$ cat config.mk
export PLATFORM = sky130hd
export DESIGN_NAME = layer_compositor
export DESIGN_NICKNAME = d
export VERILOG_FILES = /design/src/rtl/sprite_pkg.sv /design/src/rtl/bullet_span_check.sv /design/src/rtl/layer_compositor.sv
export SDC_FILE = /design/constraint.sdc
export NUM_CORES = 1
export LEC_CHECK = 0
export CAP_MARGIN = 20
export CORE_AREA = 2 2 170 172
export CTS_CLUSTER_SIZE = 24
export DETAILED_ROUTE_END_ITERATION = 8
export DIE_AREA = 0 0 172 174
export PLACE_DENSITY = 0.8
export SLEW_MARGIN = 10
export SYNTH_ARGS = -nofsm -noshare
export SYNTH_HDL_FRONTEND = slang
export SYNTH_SLANG_ARGS = --single-unit
$ cat constraint.sdc
create_clock -name Clk -period 6.12 [get_ports Clk]
set_clock_uncertainty 0.15 [all_clocks]
set_input_delay 0.612 -clock Clk [delete_from_list [all_inputs] [get_ports Clk]]
set_output_delay 0.612 -clock Clk [all_outputs]
set_load 0.01 [all_outputs]
$ cat src/rtl/sprite_pkg.sv
// Shared types and helpers for the sprite/bullet compositing path.
// Pixel colours travel as packed {R,G,B} bytes.
package sprite_pkg;

    localparam int DEF_COORD_W = 10;

    typedef struct packed {
        logic [7:0] r;
        logic [7:0] g;
        logic [7:0] b;
    } rgb_t;

    typedef enum logic {
        BLEND_PRIORITY = 1'b0,
        BLEND_ADD      = 1'b1
    } blend_e;

    function automatic logic [7:0] sat_add8(
        input logic [7:0] a,
        input logic [7:0] b
    );
        logic [8:0] s;
        s = {1'b0, a} + {1'b0, b};
        return s[8] ? 8'hFF : s[7:0];
    endfunction

endpackage

$ cat src/rtl/bullet_span_check.sv
// Combinational test of whether the current pixel lies on one bullet.
// The bullet is a vertical run of BULLET_LEN pixels from its top coordinate.
module bullet_span_check #(
    parameter int COORD_W    = 10,
    parameter int BULLET_LEN = 4
) (
    input  logic               valid_i,
    input  logic [COORD_W-1:0] draw_x_i,
    input  logic [COORD_W-1:0] draw_y_i,
    input  logic [COORD_W-1:0] bul_x_i,
    input  logic [COORD_W-1:0] bul_y_i,
    output logic               span_o
);

    logic [COORD_W-1:0] dy;

    // Unsigned modular distance: rows above the bullet wrap to large values.
    always_comb begin
        dy     = draw_y_i - bul_y_i;
        span_o = valid_i
              && (draw_x_i == bul_x_i)
              && (dy < COORD_W'(BULLET_LEN));
    end

endmodule

$ cat src/rtl/layer_compositor.sv
// Two-stage pixel compositor: bullets over prioritised or additive layers.
// Also gathers per-bullet enemy collisions and publishes them once per frame.
module layer_compositor
    import sprite_pkg::*;
#(
    parameter int          COORD_W     = DEF_COORD_W,
    parameter int          NUM_LAYERS  = 4,
    parameter int          NUM_BULLETS = 4,
    parameter int          BULLET_LEN  = 4,
    parameter int          ENEMY_LAYER = 1,
    parameter logic [23:0] BULLET_RGB  = 24'hFFFFFF
) (
    input  logic                           Clk,
    input  logic                           Reset,
    input  logic                           pix_valid,
    input  logic                           frame_start,
    input  logic [COORD_W-1:0]             DrawX,
    input  logic [COORD_W-1:0]             DrawY,
    input  logic [NUM_BULLETS-1:0]         bullet_valid,
    input  logic [NUM_BULLETS*COORD_W-1:0] bulletX,
    input  logic [NUM_BULLETS*COORD_W-1:0] bulletY,
    input  logic [NUM_LAYERS-1:0]          layer_on,
    input  logic [NUM_LAYERS*24-1:0]       layer_rgb,
    input  logic [23:0]                    bg_rgb,
    input  logic                           blend_mode,
    output logic [7:0]                     Red,
    output logic [7:0]                     Green,
    output logic [7:0]                     Blue,
    output logic [COORD_W-1:0]             OutX,
    output logic [COORD_W-1:0]             OutY,
    output logic                           out_valid,
    output logic [NUM_BULLETS-1:0]         hit_mask,
    output logic                           hit_strobe
);

    localparam int ACC_W = 8 + $clog2(NUM_LAYERS);

    function automatic logic [7:0] clamp8(input logic [ACC_W-1:0] v);
        return (v > ACC_W'(255)) ? 8'hFF : v[7:0];
    endfunction

    // Stage 0: per-bullet span and collision vectors
    logic [NUM_BULLETS-1:0] span;
    logic [NUM_BULLETS-1:0] coll;

    for (genvar i = 0; i < NUM_BULLETS; i++) begin : g_span
        bullet_span_check #(
            .COORD_W    (COORD_W),
            .BULLET_LEN (BULLET_LEN)
        ) u_span (
            .valid_i  (bullet_valid[i]),
            .draw_x_i (DrawX),
            .draw_y_i (DrawY),
            .bul_x_i  (bulletX[i*COORD_W +: COORD_W]),
            .bul_y_i  (bulletY[i*COORD_W +: COORD_W]),
            .span_o   (span[i])
        );
    end

    assign coll = span & {NUM_BULLETS{layer_on[ENEMY_LAYER]}};

    // Stage 1 registers
    logic [NUM_BULLETS-1:0]   s1_span_q;
    logic [NUM_LAYERS-1:0]    s1_on_q;
    logic [NUM_LAYERS*24-1:0] s1_rgb_q;
    rgb_t                     s1_bg_q;
    blend_e                   s1_mode_q;
    logic [COORD_W-1:0]       s1_x_q;
    logic [COORD_W-1:0]       s1_y_q;
    logic                     s1_vld_q;

    // Capture the raw pixel context on each strobe
    always_ff @(posedge Clk) begin
        if (!Reset) begin
            s1_span_q <= '0;
            s1_on_q   <= '0;
            s1_rgb_q  <= '0;
            s1_bg_q   <= '0;
            s1_mode_q <= BLEND_PRIORITY;
            s1_x_q    <= '0;
            s1_y_q    <= '0;
            s1_vld_q  <= 1'b0;
        end else if (pix_valid) begin
            s1_span_q <= span;
            s1_on_q   <= layer_on;
            s1_rgb_q  <= layer_rgb;
            s1_bg_q   <= rgb_t'(bg_rgb);
            s1_mode_q <= blend_e'(blend_mode);
            s1_x_q    <= DrawX;
            s1_y_q    <= DrawY;
            s1_vld_q  <= 1'b1;
        end
    end

    // Stage 2 colour resolution
    rgb_t             pri_rgb;
    rgb_t             add_rgb;
    rgb_t             lay;
    logic [ACC_W-1:0] acc_r;
    logic [ACC_W-1:0] acc_g;
    logic [ACC_W-1:0] acc_b;
    rgb_t             pix_d;

    // Walk layers high-to-low so the lowest enabled index wins priority
    always_comb begin
        pri_rgb = s1_bg_q;
        lay     = '0;
        acc_r   = '0;
        acc_g   = '0;
        acc_b   = '0;
        for (int j = NUM_LAYERS - 1; j >= 0; j--) begin
            lay = rgb_t'(s1_rgb_q[j*24 +: 24]);
            if (s1_on_q[j]) begin
                pri_rgb = lay;
                acc_r   = acc_r + ACC_W'(lay.r);
                acc_g   = acc_g + ACC_W'(lay.g);
                acc_b   = acc_b + ACC_W'(lay.b);
            end
        end
        add_rgb.r = clamp8(acc_r);
        add_rgb.g = clamp8(acc_g);
        add_rgb.b = clamp8(acc_b);
    end

    // Bullets override layers; layers override background
    always_comb begin
        pix_d = s1_bg_q;
        if (|s1_span_q) begin
            pix_d = rgb_t'(BULLET_RGB);
        end else if (|s1_on_q) begin
            pix_d = (s1_mode_q == BLEND_ADD) ? add_rgb : pri_rgb;
        end
    end

    // Stage 2 registers
    rgb_t               pix_q;
    logic [COORD_W-1:0] outx_q;
    logic [COORD_W-1:0] outy_q;
    logic               ov_q;

    // Output register stage, advanced only on strobes
    always_ff @(posedge Clk) begin
        if (!Reset) begin
            pix_q  <= '0;
            outx_q <= '0;
            outy_q <= '0;
            ov_q   <= 1'b0;
        end else if (pix_valid) begin
            pix_q  <= pix_d;
            outx_q <= s1_x_q;
            outy_q <= s1_y_q;
            ov_q   <= s1_vld_q;
        end
    end

    // Collision tracking
    logic [NUM_BULLETS-1:0] live_q, live_d;
    logic [NUM_BULLETS-1:0] mask_q, mask_d;
    logic                   strobe_q, strobe_d;

    // Pixel (0,0) opens the new frame, so its hits seed the fresh set
    always_comb begin
        live_d   = live_q;
        mask_d   = mask_q;
        strobe_d = 1'b0;
        if (pix_valid) begin
            if (frame_start) begin
                mask_d   = live_q;
                live_d   = coll;
                strobe_d = |live_q;
            end else begin
                live_d = live_q | coll;
            end
        end
    end

    // Collision state registers
    always_ff @(posedge Clk) begin
        if (!Reset) begin
            live_q   <= '0;
            mask_q   <= '0;
            strobe_q <= 1'b0;
        end else begin
            live_q   <= live_d;
            mask_q   <= mask_d;
            strobe_q <= strobe_d;
        end
    end

    assign Red        = pix_q.r;
    assign Green      = pix_q.g;
    assign Blue       = pix_q.b;
    assign OutX       = outx_q;
    assign OutY       = outy_q;
    assign out_valid  = ov_q;
    assign hit_mask   = mask_q;
    assign hit_strobe = strobe_q;

endmodule

==> results.rst, run 1 <==
.. list-table::
   :header-rows: 1

   * - Metric
     - Value
   * - Startpoint types
     - flip-flop
   * - Average routed wire per standard cell
     - ~19 um
   * - Maximum number of pins on one net before global-route repair
     - 105
   * - Detailed placer's ending HPWL
     - 36,100 um
   * - Area of the core
     - 28,200 um^2
   * - I/O pin total
     - 283
   * - Fillers
     - roughly 2,400
   * - Worst setup slack before clock tree synthesis
     - ~0.5 ns
   * - Worst setup path startpoint
     - s1_on_q[3]$_SDFFE_PN0P_
   * - Number of nets with antenna violations after routing
     - 0
   * - Area taken by multi-input logic gates
     - 9810 um^2
   * - Setup repair after global routing missed its margin
     - no
   * - Final worst path period share
     - 93.4%
   * - Die Span X
     - 172 um
   * - Destination of the worst register-to-register timing path
     - Blue[3]$_SDFFE_PN0P_
   * - Endpoints failing hold
     - 0
   * - Total wire length after detailed routing
     - around 46,000 um
   * - Flip-flop and latch count after synthesis
     - 204
   * - Worst IR Drop VDD
     - approximately 0.23 mV
   * - FF-to-FF setup slack
     - 0.40 ns
   * - Overflow after GRT
     - 0
   * - Leakage power summed over all cells
     - just under 8 nW
   * - Final max-slew violation count
     - 0
   * - Fmax achieved
     - 0.175 GHz
   * - Worst Path Class, Setup
     - flip-flop to flip-flop
   * - Power density over cell area
     - 206 nW/um^2
   * - Largest cells by area after synthesis
     - sky130_fd_sc_hd__dfxtp_1 (28%), sky130_fd_sc_hd__mux2i_1 (13%), sky130_fd_sc_hd__ha_1 (9.0%)
   * - Area added between synthesis and finish
     - 26.4%
   * - Antenna violations before repair
     - 3
   * - Die area
     - 29,900 um^2
   * - Avg Vias per Cell
     - around 5.7
   * - Maximum Capacitance Violations
     - 0
   * - Vias after detailed routing
     - 13,400
   * - Worst flop-to-flop path startpoint
     - s1_on_q[3]$_SDFFE_PN0P_
   * - Starting DRC count in detailed routing
     - approximately 800
   * - EDFF count, synth
     - 0
   * - Source-to-sink clock delay at the later pin of the worst-skew pair
     - 0.53 ns
   * - Net count after synthesis
     - 2,083
   * - Clock-pin slew on the worst setup and hold paths
     - roughly 0.06 ns
   * - Synthesis Warnings
     - 0
   * - Count of mapped cells out of synthesis
     - 1,736
   * - CTS Buf Count
     - 24
   * - Async set or reset register ratio after synthesis
     - 0%
   * - Root Driver
     - sky130_fd_sc_hd__clkbuf_16
   * - Critical path peak fanout
     - 11
   * - Number of buffers inserted to repair setup after CTS
     - 0
   * - Post-synthesis cell type count
     - 80
   * - Top-area cell type share of the netlist area
     - 27.9%
   * - Share of final-layout standard cells stronger than drive strength 1
     - 5.26%
   * - CTS tree
     - built
   * - Tightest Pin Transition
     - ~0.99 ns
   * - CTS H-tree depth
     - 1
   * - Standard-cell rows
     - 62
   * - Sequential fraction of the synthesis area
     - roughly 28%
   * - First-pass DRT Iterations
     - 5
   * - Main synth FF type
     - sky130_fd_sc_hd__dfxtp_1
   * - Number of I/O port buffers
     - 282
   * - Combined area of all synthesized cells
     - ~15,000 um^2
   * - Most used cells in the layout excluding fill and tap cells
     - sky130_fd_sc_hd__clkdlybuf4s50_1 (280), sky130_fd_sc_hd__dfxtp_1 (201), sky130_fd_sc_hd__mux2i_1 (185), sky130_fd_sc_hd__nor2b_1 (178), sky130_fd_sc_hd__a21oi_1 (130)
   * - Residual DRC
     - 0
   * - Post-synthesis area per instance
     - 8.42 um^2
   * - Kind of capture point of the worst setup path
     - flip-flop
   * - Setup TNS
     - 0 ns
   * - Gp weighted congestion
     - 0.913
   * - DIE HEIGHT
     - 174 um
   * - Crit path capture
     - Blue[3]$_SDFFE_PN0P_
   * - Gr usage total
     - a little under a third
   * - Run status
     - completed
   * - Area of all sequential standard cells
     - 4090 um^2
   * - Max_slew headroom
     - 34.0%
   * - Count of nets after finishing
     - around 2,300
   * - Number of buffers on the longest clock path
     - 3
   * - Req. time, crit path
     - between 6 and 7 ns
   * - Class of the worst hold path
     - flip-flop to flip-flop
   * - Data arrival time at the worst-slack endpoint
     - 6.00 ns
   * - Library cell with the largest summed area after synthesis
     - sky130_fd_sc_hd__dfxtp_1
   * - Setup-violating endpoint count in the final report
     - 0
   * - Least setup slack across all paths after layout
     - 0.403 ns
   * - Sinks on Clock Net
     - 204
   * - Time the final worst path needs with I/O delays and setup
     - 5.72 ns
   * - Vias in the first global route
     - approximately 14,000
   * - Depth of the worst register-to-register path
     - 25
   * - Effective utilization at floorplan
     - 51.8%
   * - Global-route wire length before repair
     - roughly 71,000 um
   * - Most common library cell in the layout ignoring fill and taps
     - sky130_fd_sc_hd__clkdlybuf4s50_1
[state kept, by name (all words and copies together) (netlist names)]
name	flops
hit_mask	4
OutY	10
hit_strobe	1
out_valid	1
s1_rgb_q	96
Blue	8
live_q	4
s1_y_q	10
Red	8
s1_mode_q	1
s1_x_q	10
OutX	10
s1_on_q	4
s1_span_q	4
s1_vld_q	1
s1_bg_q	24
Green	8
[cell families after synthesis]
logic type / synth area share (%)
muxes: 14.9
and+or+nand+nor: 19.0
AOI/OAI and AO/OA: 17.4
xor gates and xnor gates: 5.45
buffers and inverters: 5.06
adders and majority gates: 10.2
DFF: 27.9
[cell type report]
cell class                      count  share of cell area, %
Clock inverter                      9                  0.413
Clock buffer                       35                   3.86
Timing Repair Buffer              296                   16.0
Inverter                           96                   1.95
Tap cell                          384                   2.60
Sequential cell                   204                   22.1
Antenna cell                        1                 0.0135
Multi-Input combinational cell   1338                   53.1
[what timing repair did]
action	CTS	global route
hold buffers	0	0
hold endpoints to repair	0	0
gates resized for setup	0	3
endpoints found under the setup margin	0	7
[critical path, stage by stage (launching register included)]
cell and delay, ns:
sky130_fd_sc_hd__dfxtp_1 0.49, sky130_fd_sc_hd__nand2_1 0.15, sky130_fd_sc_hd__inv_1 0.08, sky130_fd_sc_hd__ha_1 0.17, sky130_fd_sc_hd__inv_1 0.06, sky130_fd_sc_hd__fa_1 0.37
sky130_fd_sc_hd__nand2b_1 0.19, sky130_fd_sc_hd__nand3_1 0.09, sky130_fd_sc_hd__o21ai_0 0.18, sky130_fd_sc_hd__ha_1 0.39, sky130_fd_sc_hd__nor2b_1 0.16, sky130_fd_sc_hd__o31ai_1 0.35
sky130_fd_sc_hd__nand2b_1 0.10, sky130_fd_sc_hd__a21oi_1 0.19, sky130_fd_sc_hd__xnor2_1 0.09, sky130_fd_sc_hd__mux2_2 0.28, sky130_fd_sc_hd__ha_1 0.31, sky130_fd_sc_hd__o21ai_0 0.24
sky130_fd_sc_hd__nor3_1 0.08, sky130_fd_sc_hd__a311oi_1 0.26, sky130_fd_sc_hd__nor4b_1 0.08, sky130_fd_sc_hd__nand4_1 0.10, sky130_fd_sc_hd__o41ai_1 0.09, sky130_fd_sc_hd__a21oi_1 0.51
sky130_fd_sc_hd__nor3_2 0.14, sky130_fd_sc_hd__a221oi_1 0.31
[power breakdown]
part           total (mW)  internal (mW)  switching (mW)
logic               0.888          0.456           0.431
clock network        1.43          0.848           0.578
registers            1.49           1.41          0.0888
[synthesized netlist by cell type (5+ instances only)]
library cell / number
sky130_fd_sc_hd__nor3_1: 19
sky130_fd_sc_hd__nand2b_1: 29
sky130_fd_sc_hd__o21ai_1: 10
sky130_fd_sc_hd__or3_1: 6
sky130_fd_sc_hd__mux2i_1: 185
sky130_fd_sc_hd__a21oi_1: 130
sky130_fd_sc_hd__o21ai_0: 89
sky130_fd_sc_hd__a31oi_1: 8
sky130_fd_sc_hd__a21boi_0: 6
sky130_fd_sc_hd__and2_1: 7
sky130_fd_sc_hd__nor4_1: 13
sky130_fd_sc_hd__clkbuf_1: 67
sky130_fd_sc_hd__nand2_1: 117
sky130_fd_sc_hd__xor2_1: 28
sky130_fd_sc_hd__a211oi_1: 17
sky130_fd_sc_hd__ha_1: 105
sky130_fd_sc_hd__a22oi_1: 5
sky130_fd_sc_hd__nor2b_1: 178
sky130_fd_sc_hd__o211ai_1: 7
sky130_fd_sc_hd__o21bai_1: 5
sky130_fd_sc_hd__o221ai_1: 19
sky130_fd_sc_hd__xnor2_1: 63
sky130_fd_sc_hd__inv_1: 94
sky130_fd_sc_hd__fa_1: 9
sky130_fd_sc_hd__mux2_2: 20
sky130_fd_sc_hd__nand4_1: 17
sky130_fd_sc_hd__a22o_1: 6
sky130_fd_sc_hd__nor2_1: 92
sky130_fd_sc_hd__a221oi_1: 7
sky130_fd_sc_hd__nand3_1: 19
sky130_fd_sc_hd__a21o_1: 22
sky130_fd_sc_hd__buf_1: 27
sky130_fd_sc_hd__o21a_1: 20
sky130_fd_sc_hd__dfxtp_1: 204
[metal layers]
metal  up-vias  wire length, um  global-route usage [%]
met5         -               13                       0
met4         2             2850                    16.2
met3       129             3140                    6.99
met2       455            22700                    55.1
met1      6300            17300                    32.1
li1       6546                -                       -
[per-stage QoR]
stage | hold WS, ns | utilization, % | power [mW] | std cells | area (um^2)
finish | 0.313 | 65.4 | 3.81 | 2363 | 18500
global placement | 0.295 | 62.6 | 2.38 | 2318 | 17700
floorplan | 0.277 | - | 2.03 | 1736 | 14600
detailed placement | 0.299 | 62.6 | 2.40 | 2318 | 17700
CTS | 0.313 | 65.4 | 3.83 | 2362 | 18500
global route | 0.343 | 65.4 | 3.98 | 2362 | 18500
[worst min-delay path by stage]
stage	startpoint	slack (ns)	cells after the start	to
after floorplan	s1_vld_q$_SDFFE_PN0P_	0.28	1	s1_vld_q$_SDFFE_PN0P_
after global routing	s1_vld_q$_SDFFE_PN0P_	0.34	1	s1_vld_q$_SDFFE_PN0P_
after CTS	s1_vld_q$_SDFFE_PN0P_	0.31	1	s1_vld_q$_SDFFE_PN0P_
after global placement	s1_vld_q$_SDFFE_PN0P_	0.29	1	s1_vld_q$_SDFFE_PN0P_
after detailed placement	s1_vld_q$_SDFFE_PN0P_	0.30	1	s1_vld_q$_SDFFE_PN0P_
final	s1_vld_q$_SDFFE_PN0P_	0.31	1	s1_vld_q$_SDFFE_PN0P_
Power figures use the tool's default switching activity.
==> inputs of run 2 (changes only) <==
Settings changed: CORE_AREA 2 2 170 172 to 2 2 162 164, DIE_AREA 0 0 172 174 to 0 0 164 166, PLACE_DENSITY 0.8 to 0.87.
Clock period 6.12 ns to 7.34 ns, I/O delays scaled along.
==> results.rst, run 2 (synthesis gave the netlist of run 1 again) <==
.. list-table::
   :header-rows: 1

   * - Metric
     - Value
   * - Kind of capture point of the worst setup path
     - flip-flop
   * - Combinational share of power
     - 23.7% (+0.4 points)
   * - Setup-violating endpoint count in the final report
     - 0 (unchanged)
   * - Count of nets after finishing
     - 2,301 (-0.26%)
   * - Cts hold-fix bufs
     - 0 (unchanged)
   * - Number of I/O port buffers
     - 282 (unchanged)
   * - Flop pwr share
     - 40.0% (+0.8 points)
   * - Finished Layout Cells
     - 2,301 (-2.6%)
   * - Clock-pin slew on the worst setup and hold paths
     - 0.06 ns (about the same)
   * - Number of buffers on the longest clock path
     - 3 (unchanged)
   * - Avg Vias per Cell
     - 5.88 (+3.5%)
   * - Run status
     - completed
   * - I/O pin total
     - 283 (unchanged)
   * - Final core area utilization
     - 71.4% (+6.0 points)
   * - Buf/Inv on CP
     - 3 (+1)
   * - Effective utilization at floorplan
     - 57.1% (+5.3 points)
   * - Tightest Pin Transition
     - 1.12 ns (+0.128 ns)
   * - Sinks on Clock Net
     - 204 (unchanged)
   * - Setup repair after global routing missed its margin
     - no
   * - Data arrival time at the worst-slack endpoint
     - 6.25 ns (+0.25 ns)
   * - Power density over cell area
     - 171 nW/um^2 (-17%)
   * - Vias in the first global route
     - 13,500 (-0.35%)
   * - Leakage power summed over all cells
     - 7.80 nW (-0.93%)
   * - Max reg flops
     - 96 (unchanged)
   * - Fraction of power spent switching nets
     - 29.0% (+0.17 points)
   * - Gr usage total
     - 32.4% (+2.1 points)
   * - Starting DRC count in detailed routing
     - 939 (+18%)
   * - Number of placed instances, taps included
     - 2,264 (-2.3%)
   * - Residual DRC
     - 0 (unchanged)
   * - Number of nets with antenna violations after routing
     - 0 (unchanged)
   * - Fmax achieved
     - 0.167 GHz (-4.7%)
   * - Overflow after GRT
     - 0 (unchanged)
   * - Total wire length after detailed routing
     - 45,100 um (-1.9%)
   * - Largest registers
     - s1_rgb_q (96), s1_bg_q (24)
   * - Source-to-sink clock delay at the later pin of the worst-skew pair
     - 0.53 ns (about the same)
   * - Global-route wire length before repair
     - 69,500 um (-2.2%)
   * - Routed length on met3
     - 2660 um (-15%)
   * - CTS H-tree depth
     - 1 (unchanged)
   * - Worst Hold Margin
     - 0.304 ns (-0.00869 ns)
   * - Biggest cell delay along the critical path
     - 0.81 ns (+0.30 ns)
   * - Share of final-layout standard cells stronger than drive strength 1
     - 4.48% (-0.78 points)
   * - Gp weighted congestion
     - 0.948 (+3.9%)
   * - Register name with the most flops
     - s1_rgb_q
   * - Die Span X
     - 164 um (-4.7%)
   * - First-pass DRT Iterations
     - 8 (+3)
   * - Detailed placer's ending HPWL
     - 34,400 um (-4.6%)
   * - Endpoints failing hold
     - 0 (unchanged)
   * - Int Power
     - 2.21 mW (-18%)
   * - Most common library cell in the layout ignoring fill and taps
     - sky130_fd_sc_hd__clkdlybuf4s50_1
   * - Diodes inserted
     - 0 (-1)
   * - CTS tree
     - built
   * - Worst path top cell family by delay
     - compound AO/OA/AOI/OAI gates
   * - Max_slew headroom
     - 25.6% (-8.3 points)
   * - Maximum Capacitance Violations
     - 0 (unchanged)
   * - Critical path peak fanout
     - 21 (+10)
   * - Final max-slew violation count
     - 0 (unchanged)
   * - Sw Pwr
     - 905 uW (-18%)
   * - Routed metal-1 wirelength
     - 16,500 um (-4.3%)
   * - Area of the core
     - 25,600 um^2 (-9.3%)
   * - Post-CTS Resized
     - 0 (unchanged)
   * - Time the final worst path needs with I/O delays and setup
     - 6.00 ns (+0.282 ns)
   * - Root Driver
     - sky130_fd_sc_hd__clkbuf_16
   * - DIE HEIGHT
     - 166 um (-4.6%)
   * - Standard cell with the maximum stage delay on the critical path
     - sky130_fd_sc_hd__dfxtp_1
   * - Standard-cell rows
     - 59 (-4.8%)
   * - Die area
     - 27,200 um^2 (-9.0%)
   * - Area added between synthesis and finish
     - 25.1%
   * - Final worst path period share
     - 81.7% (-12 points)
   * - Startpoint types
     - flip-flop
   * - Worst IR Drop VDD
     - 0.162 mV (-31%)
   * - Class of the worst hold path
     - flip-flop to flip-flop
   * - Met2 WL post-DR
     - 22,400 um (-1.5%)
   * - Number of buffers inserted to repair setup after CTS
     - 0 (unchanged)
   * - Vias after detailed routing
     - 13,500 (+0.79%)
   * - Average routed wire per standard cell
     - 19.6 um (+0.72%)
   * - CTS Buf Count
     - 23 (-4.2%)
   * - Setup TNS
     - 0 ns (unchanged)
   * - Maximum number of pins on one net before global-route repair
     - 140 (+33%)
   * - Most used cells in the layout excluding fill and tap cells
     - sky130_fd_sc_hd__clkdlybuf4s50_1 (280), sky130_fd_sc_hd__dfxtp_1 (201), sky130_fd_sc_hd__mux2i_1 (185), sky130_fd_sc_hd__nor2b_1 (178), sky130_fd_sc_hd__a21oi_1 (130)
   * - Antenna violations before repair
     - 0 (-3)
   * - Clock power share
     - 36.3% (-1.2 points)
   * - Worst Path Class, Setup
     - flip-flop to flip-flop
   * - Req. time, crit path
     - 7.59 ns (+1.19 ns)
   * - Topmost layer with routed signal wires
     - met4
==> run 2: metrics by stage <==
step / worst slack (ns) / power (mW) / cell area, um^2
finish: 1.34 / 3.12 / 18300
global route: 0.733 / 3.24 / 18300
CTS: 1.38 / 3.12 / 18300
detailed placement: 1.37 / 2.00 / 17600
global placement: 1.61 / 1.98 / 17600
floorplan: 2.27 / 1.69 / 14600
==> run 2: worst paths after layout <==
path                      startpoint               endpoint  slack [ns]  cells past startpoint
max          s1_on_q[3]$_SDFFE_PN0P_    Red[6]$_SDFFE_PN0P_        1.34                     25
min reg2reg    s1_vld_q$_SDFFE_PN0P_  s1_vld_q$_SDFFE_PN0P_        0.30                      1
min            s1_vld_q$_SDFFE_PN0P_  s1_vld_q$_SDFFE_PN0P_        0.30                      1
max reg2reg  s1_on_q[3]$_SDFFE_PN0P_    Red[6]$_SDFFE_PN0P_        1.34                     25
==> run 2: metal layers <==
metal / GRT usage, % / vias up
met5: 0 / -
met4: 21.8 / 0
met3: 5.54 / 169
met2: 58.2 / 539
met1: 34.2 / 6304
li1: - / 6526
==> run 2: power by group through the flow <==
stage	combinational, mW	clock [mW]	sequential (mW)
2_1_floorplan	0.459	0	1.23
3_3_place_gp	0.708	0	1.27
3_5_place_dp	0.730	0	1.27
4_1_cts	0.735	1.14	1.25
5_1_grt	0.805	1.18	1.25
6_report	0.740	1.13	1.25
==> run 2: cell type report <==
type	instances	area, um^2
inverter	96	360
fill	1994	7330
sequential	204	4090
clock buffer	32	629
timing repair buffer	291	2910
clock inverter	5	81.3
tap	335	419
multi-input combinational	1338	9800
==> inputs of run 3 (changes only) <==
Settings changed: CORE_AREA 2 2 162 164 to 2 2 170 172, DIE_AREA 0 0 164 166 to 0 0 172 174, PLACE_DENSITY 0.87 to 0.8.
Clock period 7.34 ns to 6 ns, I/O delays scaled along.
==> results.rst, run 3 (synthesis gave the netlist of run 1 again) <==
.. list-table::
   :header-rows: 1

   * - Metric
     - Value
   * - Req. time, crit path
     - 6.25 ns (-1.34 ns)
   * - Class of the worst hold path
     - flip-flop to flip-flop
   * - Worst flop-to-flop path startpoint
     - s1_on_q[3]$_SDFFE_PN0P_
   * - Number of I/O port buffers
     - 282 (unchanged)
   * - Largest registers
     - s1_rgb_q (96), s1_bg_q (24)
   * - Power density over cell area
     - 209 nW/um^2 (+22%)
   * - Worst hold path startpoint
     - live_q[3]$_SDFFE_PN0P_
   * - Number of buffers inserted to repair setup after CTS
     - 0 (unchanged)
   * - Detailed placer's ending HPWL
     - 35,500 um (+3.4%)
   * - Residual DRC
     - 0 (unchanged)
   * - Worst IR Drop VDD
     - 0.205 mV (+27%)
   * - Maximum number of pins on one net before global-route repair
     - 136 (-2.9%)
   * - Max_slew headroom
     - 37.0% (+11 points)
   * - Area added between synthesis and finish
     - 26.5%
   * - Leakage power summed over all cells
     - 7.89 nW (+1.1%)
   * - CTS H-tree depth
     - 1 (unchanged)
   * - Area of the core
     - 28,200 um^2 (+10%)
   * - Starting DRC count in detailed routing
     - 861 (-8.3%)
   * - Standard-cell rows
     - 62 (+5.1%)
   * - Kind of capture point of the worst setup path
     - flip-flop
   * - Setup repair after global routing missed its margin
     - no
   * - Data arrival time at the worst-slack endpoint
     - 5.67 ns (-0.58 ns)
   * - Gp weighted congestion
     - 0.952 (+0.41%)
   * - Setup TNS
     - 0 ns (unchanged)
   * - DIE HEIGHT
     - 174 um (+4.8%)
   * - Root Driver
     - sky130_fd_sc_hd__clkbuf_16
   * - Source-to-sink clock delay at the later pin of the worst-skew pair
     - 0.52 ns (about the same)
   * - Post-CTS Resized
     - 0 (unchanged)
   * - Worst Path Class, Setup
     - flip-flop to flip-flop
   * - Setup-violating endpoint count in the final report
     - 0 (unchanged)
   * - Number of buffers on the longest clock path
     - 3 (unchanged)
   * - Run status
     - completed
   * - Global-route wire length before repair
     - 70,900 um (+2.0%)
   * - Finished Layout Cells
     - 2,361 (+2.6%)
   * - Cts hold-fix bufs
     - 0 (unchanged)
   * - Die Span X
     - 172 um (+4.9%)
   * - Fmax achieved
     - 0.184 GHz (+11%)
   * - Gr usage total
     - 30.0% (-2.4 points)
   * - Vias after detailed routing
     - 13,400 (-0.66%)
   * - Clock-pin slew on the worst setup and hold paths
     - 0.06 ns (about the same)
   * - Most common library cell in the layout ignoring fill and taps
     - sky130_fd_sc_hd__clkdlybuf4s50_1
   * - Total wire length after detailed routing
     - 45,600 um (+1.1%)
   * - Sinks on Clock Net
     - 204 (unchanged)
   * - Effective utilization at floorplan
     - 51.8% (-5.3 points)
   * - Most used cells in the layout excluding fill and tap cells
     - sky130_fd_sc_hd__clkdlybuf4s50_1 (280), sky130_fd_sc_hd__dfxtp_1 (200), sky130_fd_sc_hd__mux2i_1 (185), sky130_fd_sc_hd__nor2b_1 (178), sky130_fd_sc_hd__a21oi_1 (129)
   * - Antenna violations before repair
     - 0 (unchanged)
   * - Diodes inserted
     - 0 (unchanged)
   * - Count of nets after finishing
     - 2,309 (+0.35%)
   * - Final worst path period share
     - 90.3% (+8.6 points)
   * - Average routed wire per standard cell
     - 19.3 um (-1.5%)
   * - Maximum Capacitance Violations
     - 0 (unchanged)
   * - Tightest Pin Transition
     - 0.942 ns (-0.174 ns)
   * - Endpoints failing hold
     - 0 (unchanged)
   * - Number of placed instances, taps included
     - 2,319 (+2.4%)
   * - Time the final worst path needs with I/O delays and setup
     - 5.42 ns (-0.578 ns)
   * - CTS Buf Count
     - 24 (+4.3%)
   * - Fillers
     - 2,411 (+21%)
   * - CTS tree
     - built
   * - I/O pin total
     - 283 (unchanged)
   * - Critical path peak fanout
     - 21 (unchanged)
   * - Avg Vias per Cell
     - 5.70 (-3.2%)
   * - Register name with the most flops
     - s1_rgb_q
   * - Number of nets with antenna violations after routing
     - 0 (unchanged)
   * - First-pass DRT Iterations
     - 7 (-1)
   * - Final max-slew violation count
     - 0 (unchanged)
   * - Die area
     - 29,900 um^2 (+9.9%)
   * - Share of final-layout standard cells stronger than drive strength 1
     - 5.26% (+0.78 points)
   * - Startpoint types
     - flip-flop
   * - Vias in the first global route
     - 13,600 (+0.95%)
   * - Worst setup path startpoint
     - s1_on_q[3]$_SDFFE_PN0P_
   * - Max reg flops
     - 96 (unchanged)
   * - Overflow after GRT
     - 0 (unchanged)
run 3: final timing paths:
check                           endpoint  slack, ns  cells past startpoint
setup / recovery     Red[4]$_SDFFE_PN0P_       0.58                     26
hold / removal    live_q[3]$_SDFFE_PN0P_       0.32                      2
setup reg to reg     Red[4]$_SDFFE_PN0P_       0.58                     26
hold reg to reg   live_q[3]$_SDFFE_PN0P_       0.32                      2
run 3: where the power goes:
part | total (mW) | leakage, nW | internal (mW) | switching [mW]
combinational | 0.909 | 5.83 | 0.468 | 0.441
clock | 1.42 | 0.383 | 0.846 | 0.578
sequential | 1.52 | 1.68 | 1.43 | 0.0897
run 3: final cells by class:
| type | instances | area [um^2] | area share (%) |
|---|---|---|---|
| clock buffer | 33 | 696 | 3.76 |
| multi-input combinational | 1338 | 9800 | 53.0 |
| sequential | 204 | 4090 | 22.1 |
| clock inverter | 8 | 65.1 | 0.352 |
| tap | 384 | 480 | 2.60 |
| inverter | 96 | 360 | 1.95 |
| timing repair buffer | 298 | 2990 | 16.2 |
run 3: layer usage:
layer  global-route usage (%)  part of all wire [%]  vias to the layer above
met5                        0                     0                        -
li1                         -                     -                     6558
met1                     32.0                    37                     6319
met2                     54.7                    50                      438
met4                     15.9                   6.3                        0
met3                     6.26                   6.6                      134
run 3: stage by stage:
step	hold slack [ns]	setup WS, ns	total power, mW	util [%]	instance area (um^2)
final	0.324	0.579	3.86	65.5	18500
after CTS	0.326	0.373	3.87	65.3	18500
after global placement	0.292	0.598	2.42	62.7	17700
after detailed placement	0.318	0.396	2.45	62.7	17700
after global routing	0.346	0.123	4.02	65.5	18500
after floorplan	0.277	0.935	2.07	-	14600
run 3: critical path, cell delays in order (launching register included):
cell and delay (ns):
sky130_fd_sc_hd__dfxtp_2 0.46, sky130_fd_sc_hd__buf_12 0.20, sky130_fd_sc_hd__nand2_1 0.09, sky130_fd_sc_hd__inv_1 0.07
sky130_fd_sc_hd__ha_1 0.17, sky130_fd_sc_hd__inv_1 0.06, sky130_fd_sc_hd__fa_1 0.40, sky130_fd_sc_hd__nor2b_1 0.17
sky130_fd_sc_hd__o21a_1 0.14, sky130_fd_sc_hd__or3_1 0.10, sky130_fd_sc_hd__nand3_1 0.06, sky130_fd_sc_hd__o21ai_0 0.15
sky130_fd_sc_hd__ha_1 0.34, sky130_fd_sc_hd__and3_1 0.18, sky130_fd_sc_hd__a221oi_1 0.41, sky130_fd_sc_hd__o21ai_0 0.18
sky130_fd_sc_hd__xnor2_1 0.15, sky130_fd_sc_hd__nand2_1 0.07, sky130_fd_sc_hd__o41a_1 0.17, sky130_fd_sc_hd__ha_1 0.32
sky130_fd_sc_hd__inv_1 0.04, sky130_fd_sc_hd__a211oi_1 0.22, sky130_fd_sc_hd__o21ai_0 0.14, sky130_fd_sc_hd__xor2_1 0.17
sky130_fd_sc_hd__o32a_1 0.26, sky130_fd_sc_hd__nor3_1 0.29, sky130_fd_sc_hd__a21oi_1 0.12
